`config.mk`:
```
export PLATFORM = sky130hd
export DESIGN_NAME = bin2bcd_seq_flat
export DESIGN_NICKNAME = d
export VERILOG_FILES = /design/src/rtl/bin2bcd_pkg.sv /design/src/rtl/bin2bcd_if.sv /design/src/rtl/bcd_digit_adj.sv /design/src/rtl/bin2bcd_seq.sv /design/src/flat_wrapper.sv
export SDC_FILE = /design/constraint.sdc
export NUM_CORES = 1
export LEC_CHECK = 0
export BUFFER_PORTS_ARGS = -buffer_cell sky130_fd_sc_hd__buf_2
export CAP_MARGIN = 20
export CORE_UTILIZATION = 40
export CTS_CLUSTER_DIAMETER = 30
export CTS_CLUSTER_SIZE = 25
export DETAILED_ROUTE_END_ITERATION = 8
export HOLD_SLACK_MARGIN = 0.1
export PLACE_DENSITY_LB_ADDON = 0.3
export REMOVE_ABC_BUFFERS = 1
export SYNTH_ARGS = -nofsm -noshare
export SYNTH_HDL_FRONTEND = slang
export SYNTH_HIERARCHICAL = 1
export SYNTH_SLANG_ARGS = --single-unit
export TNS_END_PERCENT = 20
```
`constraint.sdc`:
```
create_clock -name clk -period 5.5 [get_ports clk]
set_input_delay 1.1 -clock clk [delete_from_list [all_inputs] [get_ports clk]]
set_output_delay 1.1 -clock clk [all_outputs]
set_load 0.02 [all_outputs]
```
`src/rtl/bin2bcd_pkg.sv`:
```
// Shared types and helpers for the sequential binary-to-BCD converter.
//  state_t         converter FSM states
//  ADD3_THRESH     digit value at or above which the add-3 correction applies
//  bcd_digits_for  minimum BCD digits needed to hold any WIDTH-bit unsigned value
package bin2bcd_pkg;

   typedef enum logic [1:0] {
      IDLE  = 2'd0,
      SHIFT = 2'd1,
      DONE  = 2'd2
   } state_t;

   localparam logic [3:0] ADD3_THRESH = 4'd5;

   // ceil(width * log10(2)) in integer arithmetic; 30103/100000 is close enough for width <= 32
   function automatic int unsigned bcd_digits_for(input int unsigned width);
      return (width * 30103 + 99999) / 100000;
   endfunction

endpackage

```
`src/rtl/bin2bcd_if.sv`:
```
// Start/done handshake and result bus of the binary-to-BCD converter.
//  master: drives start/bin, observes ready/done/bcd/digits/neg
//  slave : the converter side
interface bin2bcd_if #(
   parameter int unsigned WIDTH  = 15,
   parameter int unsigned DIGITS = 5
) ();

   logic                             start;
   logic [WIDTH-1:0]                 bin;
   logic                             ready;
   logic                             done;
   logic [4*DIGITS-1:0]              bcd;
   logic [$clog2(DIGITS+1)-1:0]      digits;
   logic                             neg;

   modport master (
      output start, bin,
      input  ready, done, bcd, digits, neg
   );

   modport slave (
      input  start, bin,
      output ready, done, bcd, digits, neg
   );

endinterface

```
`src/rtl/bcd_digit_adj.sv`:
```
// One BCD digit of the shift-and-add-3 correction: adds 3 when the digit is 5 or more.
//  digit  in   4  current digit
//  adj_c  out  4  corrected digit (combinational)
module bcd_digit_adj
   import bin2bcd_pkg::*;
(
   input  logic [3:0] digit,
   output logic [3:0] adj_c
);

   assign adj_c = (digit >= ADD3_THRESH) ? digit + 4'd3 : digit;

endmodule

```
`src/rtl/bin2bcd_seq.sv`:
```
// Sequential binary-to-BCD converter, one binary bit per clock (shift-and-add-3).
//  clk  in  rising-edge clock
//  rst  in  asynchronous active-high reset
//  bus  slave modport of bin2bcd_if:
//       start/bin in, ready/done/bcd/digits/neg out (all registered)
module bin2bcd_seq
   import bin2bcd_pkg::*;
#(
   parameter int unsigned WIDTH  = 15,
   parameter int unsigned DIGITS = 5,
   parameter int unsigned SIGNED = 0
) (
   input  logic      clk,
   input  logic      rst,
   bin2bcd_if.slave  bus
);

   localparam int unsigned BCD_W = 4 * DIGITS;
   localparam int unsigned DIG_W = $clog2(DIGITS + 1);
   localparam int unsigned CNT_W = $clog2(WIDTH);

   // Elaboration-time parameter guards
   if (WIDTH < 2 || WIDTH > 32) begin : g_bad_width
      $error("bin2bcd_seq: WIDTH must be in 2..32");
   end
   if (DIGITS < bcd_digits_for(WIDTH)) begin : g_bad_digits
      $error("bin2bcd_seq: DIGITS too small for WIDTH");
   end

   state_t             state;
   logic [BCD_W-1:0]   scratch;
   logic [BCD_W-1:0]   adj_c;
   logic [WIDTH-1:0]   mag;
   logic [CNT_W-1:0]   cnt;
   logic               neg_cap;

   logic               ready_r;
   logic               done_r;
   logic [BCD_W-1:0]   bcd_r;
   logic [DIG_W-1:0]   digits_r;
   logic               neg_r;

   logic [WIDTH-1:0]   mag_in_c;
   logic               neg_in_c;
   logic [DIG_W-1:0]   sig_c;
   logic               take_c;

   // Add-3 correction on every scratch digit before each shift
   for (genvar g = 0; g < int'(DIGITS); g++) begin : g_adj
      bcd_digit_adj u_adj (
         .digit (scratch[4*g +: 4]),
         .adj_c (adj_c[4*g +: 4])
      );
   end

   // Operand capture: negative signed inputs are converted as magnitude.
   // The most negative value wraps to 2^(WIDTH-1), which is the correct unsigned magnitude.
   always_comb begin
      mag_in_c = bus.bin;
      neg_in_c = 1'b0;
      if ((SIGNED != 0) && bus.bin[WIDTH-1]) begin
         mag_in_c = ~bus.bin + WIDTH'(1);
         neg_in_c = 1'b1;
      end
   end

   // Significant-digit count: highest nonzero digit wins, zero reads as one digit
   always_comb begin
      sig_c = DIG_W'(1);
      for (int i = 0; i < int'(DIGITS); i++) begin
         if (scratch[4*i +: 4] != 4'd0) begin
            sig_c = DIG_W'(i + 1);
         end
      end
   end

   // A start is only honoured while ready (IDLE or DONE)
   assign take_c = bus.start && ((state == IDLE) || (state == DONE));

   // Converter FSM and registered outputs
   always_ff @(posedge clk or posedge rst) begin
      if (rst) begin
         state    <= IDLE;
         scratch  <= '0;
         mag      <= '0;
         cnt      <= '0;
         neg_cap  <= 1'b0;
         ready_r  <= 1'b1;
         done_r   <= 1'b0;
         bcd_r    <= '0;
         digits_r <= DIG_W'(1);
         neg_r    <= 1'b0;
      end else begin
         done_r <= 1'b0;

         case (state)
            SHIFT: begin
               scratch <= {adj_c[BCD_W-2:0], mag[WIDTH-1]};
               mag     <= {mag[WIDTH-2:0], 1'b0};
               cnt     <= cnt - CNT_W'(1);
               if (cnt == '0) begin
                  state   <= DONE;
                  ready_r <= 1'b1;
               end
            end
            DONE: begin
               done_r   <= 1'b1;
               bcd_r    <= scratch;
               digits_r <= sig_c;
               neg_r    <= neg_cap;
               state    <= IDLE;
            end
            default: ;
         endcase

         // Accepting a start overrides the DONE->IDLE move (back-to-back operation)
         if (take_c) begin
            state   <= SHIFT;
            ready_r <= 1'b0;
            mag     <= mag_in_c;
            neg_cap <= neg_in_c;
            scratch <= '0;
            cnt     <= CNT_W'(WIDTH - 1);
         end
      end
   end

   assign bus.ready  = ready_r;
   assign bus.done   = done_r;
   assign bus.bcd    = bcd_r;
   assign bus.digits = digits_r;
   assign bus.neg    = neg_r;

endmodule

```
`src/flat_wrapper.sv`:
```
// flat-port wrapper written by rule: the top's interface ports become plain ports
module bin2bcd_seq_flat import bin2bcd_pkg::*;
#(
   parameter int unsigned WIDTH  = 15,
   parameter int unsigned DIGITS = 5,
   parameter int unsigned SIGNED = 0
)
  (clk, rst, bus_start, bus_bin, bus_ready, bus_done, bus_bcd, bus_digits, bus_neg);
  bin2bcd_if #(.WIDTH(WIDTH), .DIGITS(DIGITS)) bus_i ();
  input  logic clk;
  input  logic rst;
  input wire logic [$bits(bus_i.start)-1:0] bus_start;
  input wire logic [$bits(bus_i.bin)-1:0] bus_bin;
  output wire logic [$bits(bus_i.ready)-1:0] bus_ready;
  output wire logic [$bits(bus_i.done)-1:0] bus_done;
  output wire logic [$bits(bus_i.bcd)-1:0] bus_bcd;
  output wire logic [$bits(bus_i.digits)-1:0] bus_digits;
  output wire logic [$bits(bus_i.neg)-1:0] bus_neg;
  assign bus_i.start = bus_start;
  assign bus_i.bin = bus_bin;
  assign bus_ready = bus_i.ready;
  assign bus_done = bus_i.done;
  assign bus_bcd = bus_i.bcd;
  assign bus_digits = bus_i.digits;
  assign bus_neg = bus_i.neg;
  bin2bcd_seq #(.WIDTH(WIDTH), .DIGITS(DIGITS), .SIGNED(SIGNED)) u_core (.clk(clk), .rst(rst), .bus(bus_i));
endmodule
```
==> summary.txt, run 1 <==
Floorplan
  – CORE AREA: 0.00741 mm^2
  – Die area: 0.00821 mm^2
  – DIE HEIGHT: approximately 91 um
  – Rows: 31
  – Die width: 90.6 um
  – Initial Util: 42.4%
  – # IOs: 44

Setup path
  – Crit end category: primary output
  – Worst setup SP type: flip-flop
  – CP bufs+invs: 1
  – CP peak stage delay: 540 ps
  – Worst path cell trace: buf_2
  – Worst Path Required: 4400 ps
  – CP top delay family: flip-flops
  – Reg2Reg Launch Point: u_core/state[0]$_DFFE_PP0P_
  – R2r endpoint: u_core/cnt[3]$_DFFE_PP0P_
  – R2R Setup Slk: 3540 ps
  – FF-to-FF path depth: 4
  – WP data arrival: 1030 ps
  – Slowest cell on the critical path: dfstp_2
  – Crit-path max FO: 3
  – Setup CP Type: flip-flop to primary output

Clocking
  – CTS resizes: 0
  – # Post-CTS Setup Buffers: 0
  – Clock Pin Slew Worst Setup and Hold Paths: ~60 ps
  – Num CTS Buffers: 9
  – CTS tree: built
  – CTS H-tree lvls: 3
  – Max clock buf depth: 2
  – CTS Hold Bufs: 0
  – Worst skew pair latency: 340 ps
  – Clock Tree Root: clkbuf_8
  – Clock Sinks: 66

Finish
  – Layout cells sized above 1: 18.7%
  – Most common cell after layout, fill and taps aside: nand2_1
  – # diodes: 0
  – Fin cells: 485
  – Area Growth Syn to Fin: 15.1%
  – Most frequent cells in the layout: nand2_1, dfrtp_1, buf_2
  – Nets: 410

STA
  – Worst rel slew slack: 41.4%
  – Final Hold Fails: 0
  – Slew Limit Fails: 0
  – RSZ-0062 raised after global routing: false
  – Crit share post-route: between 30% and 40%
  – Worst-margin pin slew: 875 ps
  – TNS Setup: 0 ps
  – F_max: between 0.4 and 0.5 GHz
  – Min Tclk post-route: 2130 ps
  – Final worst setup slack: 3370 ps
  – Final setup fails: 0
  – Final Skew: between 7 and 8 ps

Placed design
  – Buffers added on ports: 42
  – DP Worst Slack: 3130 ps
  – Placed cell count: ~470
  – Routability Congestion: 0.757
  – DP Wirelength: 3.80 mm

Drt
  – Top sig layer: met4
  – # DRC: 0
  – Final ANT Viol Nets: 0
  – DR iter-0 viols: 117
  – Met3 routed WL: 282 um
  – Via density: 4.93
  – DRT Wirelength: 5.95 mm
  – DR pass1 iterations: 4
  – Total length of routed met2 wires: 2.63 mm
  – Routed len/inst: 12.3 um
  – Met1 Routed Length: approximately 3 mm
  – Routed vias: 2393

Min path
  – Hold crit path type: flip-flop to flip-flop
  – Hold_sp: u_core/bus.bcd[12]$_DFFE_PP0P_
  – WHS Path Cells: 2
  – Endpoint, Worst Hold: u_core/bus.bcd[12]$_DFFE_PP0P_

GRT
  – All-Layer GR Usage: between 10% and 20%
  – Global-route wire length before repair: roughly 11 mm
  – Gr ovfl total: 0
  – Vias in the first global route: approximately 2300
  – Largest net degree at the start of global routing: 67
  – Initial antenna violation count: 0

Power
  – Net Sw Power: 0.983 mW
  – Switch share: between 40% and 50%
  – Worst VDD drop: 0.285 mV
  – Power Internal: 1.41 mW
  – Leak: 1.84 nW
  – Pwr Density: about 660 mW/mm^2
  – Sequential power share: 38.5%
  – Logic pwr share: about 45%
  – Clock Power Share: 16.2%

Logic synthesis
  – Cell Area, Synth: 0.00314 mm^2
  – Post-Syn Instances: approximately 340
  – Syn Area/Cell: 9.26 um^2
  – Synthesis Warnings: 6

Outcome
  – Status: complete, no violations

Flow run
  – Max Cap Violations: 0
cell type report:
cell class	instances	area, um^2
Fill cell	729	3790
Tap cell	99	124
Multi-Input combinational cell	241	1330
Sequential cell	66	1650
Clock buffer	14	183
Inverter	16	60.1
Timing Repair Buffer	47	255
Clock inverter	2	10.0
routing by layer:
| metal | vias up | global-route usage [%] |
|---|---|---|
| met1 | 1127 | 21.8 |
| met3 | 8 | 4.46 |
| met2 | 51 | 24.6 |
| li1 | 1207 | - |
| met4 | 0 | 6.45 |
| met5 | - | 0 |
stage by stage:
stage	util (%)	total power [mW]	area [um^2]	hold WS [ps]
2_1_floorplan	-	1.73	3040	466
3_3_place_gp	46.0	1.99	3410	453
3_5_place_dp	46.0	2.03	3410	460
4_1_cts	48.6	2.43	3600	478
5_1_grt	48.8	2.61	3620	491
6_report	48.8	2.40	3620	469
worst max path at each step:
stage                            startpoint                            end  depth (start not counted)
2_1_floorplan                           rst  u_core/bus.bcd[0]$_DFFE_PP0P_                          1
3_3_place_gp                      bus_start      u_core/cnt[3]$_DFFE_PP0P_                          3
3_5_place_dp                      bus_start      u_core/cnt[3]$_DFFE_PP0P_                          3
4_1_cts        u_core/bus.ready$_DFFE_PP1P_                      bus_ready                          1
5_1_grt        u_core/bus.ready$_DFFE_PP1P_                      bus_ready                          1
6_report       u_core/bus.ready$_DFFE_PP1P_                      bus_ready                          1
flip-flops by register name, indices dropped and copies added, names as in the netlist:
register           count
u_core/mag            15
u_core/bus.digits      3
u_core/bus.ready       1
u_core/state           2
u_core/cnt             4
u_core/bus.bcd        20
u_core/scratch        20
u_core/bus.done        1
power by group through the flow:
stage	Sequential [mW]	Combinational, mW	Clock, mW
finish	0.923	1.08	0.388
detailed placement	0.931	1.10	0
floorplan	0.986	0.740	0
CTS	0.925	1.10	0.402
global placement	0.927	1.06	0
global route	0.960	1.23	0.423
Note: power is estimated with default switching activity, not from simulation.
==> inputs of run 2 (changes only) <==
==> constraint.sdc (replaced) <==
create_clock -name clk -period 2.2 [get_ports clk]
set_input_delay 0.44 -clock clk [delete_from_list [all_inputs] [get_ports clk]]
set_output_delay 0.44 -clock clk [all_outputs]
set_load 0.02 [all_outputs]
==> run 2 against run 1 <==
  * Critical path depth rose by 4
  * First-iteration DRC count grew 24%
  * Critical path type is now flip-flop to flip-flop
  * Clock-buffer cell count shrank 3
  * Clock skew up 2.0 ps
  * Setup slack worse by 2700 ps
  * Largest power group unchanged
  * Wire length rose by 3.0%
  * Largest cell class unchanged
==> summary.txt, run 2 (synthesized netlist as in run 1, its figures left out) <==
Outcome
  – Status: complete, no violations

Clocking
  – Worst skew pair latency: 340 ps (about the same)
  – CTS tree: built
  – Num CTS Buffers: 9 (unchanged)
  – CTS H-tree lvls: 3 (unchanged)
  – Max clock buf depth: 2 (unchanged)
  – Clock Pin Slew Worst Setup and Hold Paths: 70 ps (about the same)
  – # Post-CTS Setup Buffers: 0 (unchanged)
  – CTS resizes: 0 (unchanged)
  – CTS Hold Bufs: 0 (unchanged)
  – Clock Tree Root: clkbuf_8
  – Clock Sinks: 66 (unchanged)

Floorplan
  – # IOs: 44 (unchanged)
  – Die width: 90.6 um (unchanged)
  – DIE HEIGHT: 90.6 um (unchanged)
  – Initial Util: 42.4% (unchanged)
  – Rows: 31 (unchanged)
  – CORE AREA: 0.00741 mm^2 (unchanged)
  – Die area: 0.00821 mm^2 (unchanged)

Setup path
  – Worst setup SP type: flip-flop
  – Crit end category: flip-flop
  – Crit-path max FO: 8 (+5)
  – Slowest cell on the critical path: dfrtp_1
  – WP data arrival: 1810 ps (+780 ps)
  – CP peak stage delay: 480 ps (-60 ps)
  – Worst path cell trace: ha_1 > nand2b_1 > a21oi_2 > mux2i_1 > a22o_1
  – Setup CP Type: flip-flop to flip-flop
  – Worst Path Required: 2490 ps (-1910 ps)

Finish
  – Cell area after layout: 0.00362 mm^2 (+0.21%)
  – Fin cells: 485 (unchanged)
  – Layout cells sized above 1: 18.7% (unchanged)
  – Core Util, Final: 48.9% (+0.10 points)
  – Most common cell after layout, fill and taps aside: nand2_1
  – # diodes: 0 (unchanged)
  – Nets: 410 (unchanged)
  – Most frequent cells in the layout: nand2_1, dfrtp_1, buf_2
  – Area Growth Syn to Fin: 15.4%

STA
  – Worst-margin pin slew: 742 ps (-134 ps)
  – Min Tclk post-route: 1530 ps
  – Crit share post-route: 69.5%
  – Worst rel slew slack: 50.5% (+9.1 points)
  – F_max: 0.654 GHz
  – Final setup fails: 0 (unchanged)
  – Final Skew: 9.18 ps (+1.97 ps)
  – Final Hold Fails: 0 (unchanged)
  – TNS Setup: 0 ps (unchanged)
  – Slew Limit Fails: 0 (unchanged)
  – RSZ-0062 raised after global routing: false

Placed design
  – Buffers added on ports: 42 (unchanged)
  – Routability Congestion: 0.727 (-4.0%)
  – Post-Place Cell Area: 0.00343 mm^2 (+0.59%)
  – DP Wirelength: 3.92 mm (+3.0%)
  – Placed cell count: 469 (+0.21%)

Drt
  – Final ANT Viol Nets: 0 (unchanged)
  – Routed vias: 2440 (+2.0%)
  – DRT Wirelength: 6.13 mm (+3.0%)
  – DR pass1 iterations: 4 (unchanged)
  – Via density: 5.03 (+2.0%)
  – # DRC: 0 (unchanged)
  – Routed len/inst: 12.6 um (+3.0%)
  – DR iter-0 viols: 145 (+24%)

Flow run
  – Max Cap Violations: 0 (unchanged)

GRT
  – Largest net degree at the start of global routing: 67 (unchanged)
  – Initial antenna violation count: 0 (unchanged)
  – Vias in the first global route: 2484 (+5.8%)
  – Global-route wire length before repair: 11.1 mm (+3.9%)
  – Gr ovfl total: 0 (unchanged)
  – All-Layer GR Usage: 16.9% (+0.70 points)

Power
  – Leak: 1.84 nW (+0.10%)
  – Pwr Density: 1670 mW/mm^2 (+150%)
  – Worst VDD drop: 0.703 mV (+150%)

Min path
  – Hold crit path type: input port to async pin
run 2: where the power goes:
group	switching (mW)	internal, mW	leakage (nW)
Clock	0.459	0.550	0.103
Combinational	1.54	1.19	0.923
Sequential	0.500	1.81	0.814
run 2: path summary, 6_finish.rpt:
kind                       cells after the start                                to  slack [ps]                     startpoint
max in group asynchronous                      3  u_core/bus.digits[0]$_DFFE_PP1P_        1720                            rst
max                                            5    u_core/scratch[10]$_DFFE_PP0P_         670  u_core/scratch[8]$_DFFE_PP0P_
max reg2reg                                    5    u_core/scratch[10]$_DFFE_PP0P_         670  u_core/scratch[8]$_DFFE_PP0P_
min reg2reg                                    2     u_core/bus.bcd[5]$_DFFE_PP0P_         470  u_core/bus.bcd[5]$_DFFE_PP0P_
min                                            3     u_core/bus.bcd[1]$_DFFE_PP0P_         150                            rst
min in group clk                               2      u_core/bus.ready$_DFFE_PP1P_         280                      bus_start
run 2: metrics by stage:
step	total power, mW	hold WS, ps	setup WS (ps)
floorplan	4.32	466	109
global placement	4.98	454	738
detailed placement	5.10	460	676
CTS	6.13	167	667
global route	6.58	175	533
finish	6.05	153	671
run 2: per-layer routing:
layer	GRT usage, %	up-vias	wire [um]
met3	4.71	7	266
met4	6.59	0	97
met1	20.6	1170	2850
li1	-	1206	-
met2	28.2	57	2920
met5	0	-	0
run 2: layout make-up:
cell class	count	area [um^2]
clock inverter	5	53.8
sequential	66	1650
timing repair buffer	47	260
clock buffer	11	141
multi-input combinational	241	1330
tap	99	124
inverter	16	60.1
fill	749	3780
run 2: critical path: cells and delay by family (launching register included):
kind | cells | cell delay (ps)
flip-flops | 1 | 480
AO/OA/AOI/OAI | 2 | 360
adder cells (fa/ha/maj) | 1 | 240
multiplexers | 1 | 230
AND/OR/NAND/NOR | 1 | 170
==> inputs of run 3 (changes only) <==
==> constraint.sdc (replaced) <==
create_clock -name clk -period 1.6 [get_ports clk]
set_input_delay 0.32 -clock clk [delete_from_list [all_inputs] [get_ports clk]]
set_output_delay 0.32 -clock clk [all_outputs]
set_load 0.02 [all_outputs]
==> run 3 against run 2 <==
  * Setup slack worse by 560 ps
  * Cell count is 2.7% higher
  * Combinational power is 48% higher
  * Clock-buffer cell count is 3 higher
  * Clock skew is 1.3 ps lower
  * Wire length is 4.6% higher
  * Cell area is 3.1% higher
  * Via count is 2.2% higher
  * Hold slack better by 10 ps
  * Critical endpoint is now u_core/scratch[6]$_DFFE_PP0P_
  * Highest routed layer unchanged
==> summary.txt, run 3 (synthesized netlist as in run 1, its figures left out) <==
Setup path
  – Worst Path Required: 1880 ps (-610 ps)
  – Crit end category: flip-flop
  – Crit-path max FO: 5 (-3)
  – Setup CP Type: flip-flop to flip-flop
  – WP data arrival: 1770 ps (-40 ps)
  – R2r endpoint: u_core/scratch[6]$_DFFE_PP0P_
  – Reg2Reg Launch Point: u_core/scratch[5]$_DFFE_PP0P_
  – Worst setup SP type: flip-flop
  – FF-to-FF path depth: 6 (+1)
  – R2R Setup Slk: 110 ps (-560 ps)

Drt
  – # DRC: 0 (unchanged)
  – Routed len/inst: 12.9 um (+1.9%)
  – DR iter-0 viols: 159 (+9.7%)
  – Via density: 5.01 (-0.46%)
  – Final ANT Viol Nets: 0 (unchanged)
  – DRT Wirelength: 6.41 mm (+4.6%)
  – DR pass1 iterations: 4 (unchanged)
  – Routed vias: 2494 (+2.2%)

Finish
  – Most common cell after layout, fill and taps aside: nand2_1
  – Layout cells sized above 1: 21.6% (+2.9 points)
  – FF+latch area: 0.00166 mm^2 (+0.15%)
  – # diodes: 0 (unchanged)
  – Cell area after layout: 0.00374 mm^2 (+3.1%)
  – Core Util, Final: 50.4% (+1.5 points)
  – Most frequent cells in the layout: nand2_1, dfrtp_1, buf_2
  – Multi-input gate area: 0.00133 mm^2 (unchanged)
  – Nets: 423 (+3.2%)
  – Filler Cell Count: 698 (-6.8%)
  – Area Growth Syn to Fin: 19.0%

Placed design
  – Buffers added on ports: 42 (unchanged)
  – Post-Place Cell Area: 0.00352 mm^2 (+2.6%)
  – Routability Congestion: 0.747 (+2.7%)
  – DP Wirelength: 4.37 mm (+11%)

Clocking
  – Worst skew pair latency: 340 ps (about the same)
  – Clock Tree Root: clkbuf_8
  – Clock Sinks: 66 (unchanged)
  – Max clock buf depth: 2 (unchanged)
  – CTS H-tree lvls: 3 (unchanged)
  – Clock Pin Slew Worst Setup and Hold Paths: 70 ps (about the same)
  – Num CTS Buffers: 9 (unchanged)
  – CTS tree: built

Flow run
  – Max Cap Violations: 0 (unchanged)

STA
  – Slew Limit Fails: 0 (unchanged)
  – Min Tclk post-route: 1490 ps (-41.1 ps)
  – TNS Setup: 0 ps (unchanged)
  – Final Hold Fails: 0 (unchanged)
  – RSZ-0062 raised after global routing: false
  – Final Skew: 7.90 ps (-1.28 ps)
  – F_max: 0.672 GHz (+2.8%)
  – Crit share post-route: 93.0% (+23 points)
  – Final setup fails: 0 (unchanged)

GRT
  – Largest net degree at the start of global routing: 32 (-52%)
  – All-Layer GR Usage: 17.1% (+0.20 points)
  – Global-route wire length before repair: 11.1 mm (+0.13%)
  – Gr ovfl total: 0 (unchanged)
  – Vias in the first global route: 2442 (-1.7%)
  – Initial antenna violation count: 0 (unchanged)

Floorplan
  – Initial Util: 42.4% (unchanged)
  – Die width: 90.6 um (unchanged)
  – # IOs: 44 (unchanged)
  – Die area: 0.00821 mm^2 (unchanged)
  – Rows: 31 (unchanged)
  – CORE AREA: 0.00741 mm^2 (unchanged)
  – DIE HEIGHT: 90.6 um (unchanged)

Outcome
  – Status: complete, no violations

Power
  – Worst VDD drop: 0.936 mV (+33%)
  – Pwr Density: 2280 mW/mm^2 (+37%)
  – Leak: 1.90 nW (+3.5%)

Min path
  – Hold crit path type: input port to flip-flop
  – WHS Path Cells: 2
  – Endpoint, Worst Hold: u_core/bus.ready$_DFFE_PP1P_
  – Hold_sp: bus_start
-- run 3: where the power goes --
part	switching, mW	internal (mW)
logic	2.22	1.82
registers	0.670	2.49
clock network	0.605	0.728
-- run 3: repair_timing --
item                                   CTS  global route
hold buffers                             1             0
setup endpoints to repair                0             3
setup buffers                            0             2
gates resized for setup                  0             2
endpoints found under the hold margin   12             0
-- run 3: final cells by class --
cell class / instances / area share [%]
well taps: 99 / 3.32
repair buffers: 60 / 9.98
inverters: 16 / 1.61
clock buffers: 14 / 4.89
multi-input cells: 241 / 35.6
clock inverters: 2 / 0.268
flip-flops and latches: 66 / 44.3
-- run 3: worst max-delay path by stage --
stage | end | slack, ps | start | depth (start not counted)
2_1_floorplan | u_core/mag[0]$_DFFE_PP0P_ | -470 | u_core/state[0]$_DFFE_PP0P_ | 3
3_5_place_dp | u_core/scratch[10]$_DFFE_PP0P_ | 110 | u_core/scratch[9]$_DFFE_PP0P_ | 6
5_1_grt | u_core/scratch[6]$_DFFE_PP0P_ | 20 | u_core/scratch[5]$_DFFE_PP0P_ | 6
4_1_cts | u_core/scratch[6]$_DFFE_PP0P_ | 100 | u_core/scratch[5]$_DFFE_PP0P_ | 6
3_3_place_gp | u_core/scratch[2]$_DFFE_PP0P_ | 180 | u_core/scratch[0]$_DFFE_PP0P_ | 5
6_report | u_core/scratch[6]$_DFFE_PP0P_ | 110 | u_core/scratch[5]$_DFFE_PP0P_ | 6
-- run 3: worst max-delay path, cell delays in order, from the launching register on --
cell	delay (ps)
dfrtp_2	440
inv_1	110
ha_1	220
nand2b_1	110
a21oi_2	200
mux2i_1	210
a22o_1	150
-- run 3: metrics by stage --
stage	total power, mW	setup WS (ps)	cells	hold WS, ps
final	8.54	112	498	164
after global routing	9.28	23.7	498	192
after CTS	8.58	95.1	496	166
after detailed placement	7.21	107	479	320
after global placement	7.02	181	479	315
after floorplan	5.94	-470	323	394
-- run 3: per-layer routing --
layer | GRT usage [%] | up-vias | part of all wire, %
met5 | 0 | - | 0
met2 | 28.6 | 65 | 48
met4 | 5.24 | 0 | 1.2
li1 | - | 1234 | -
met3 | 5.98 | 6 | 5.1
met1 | 20.5 | 1189 | 45
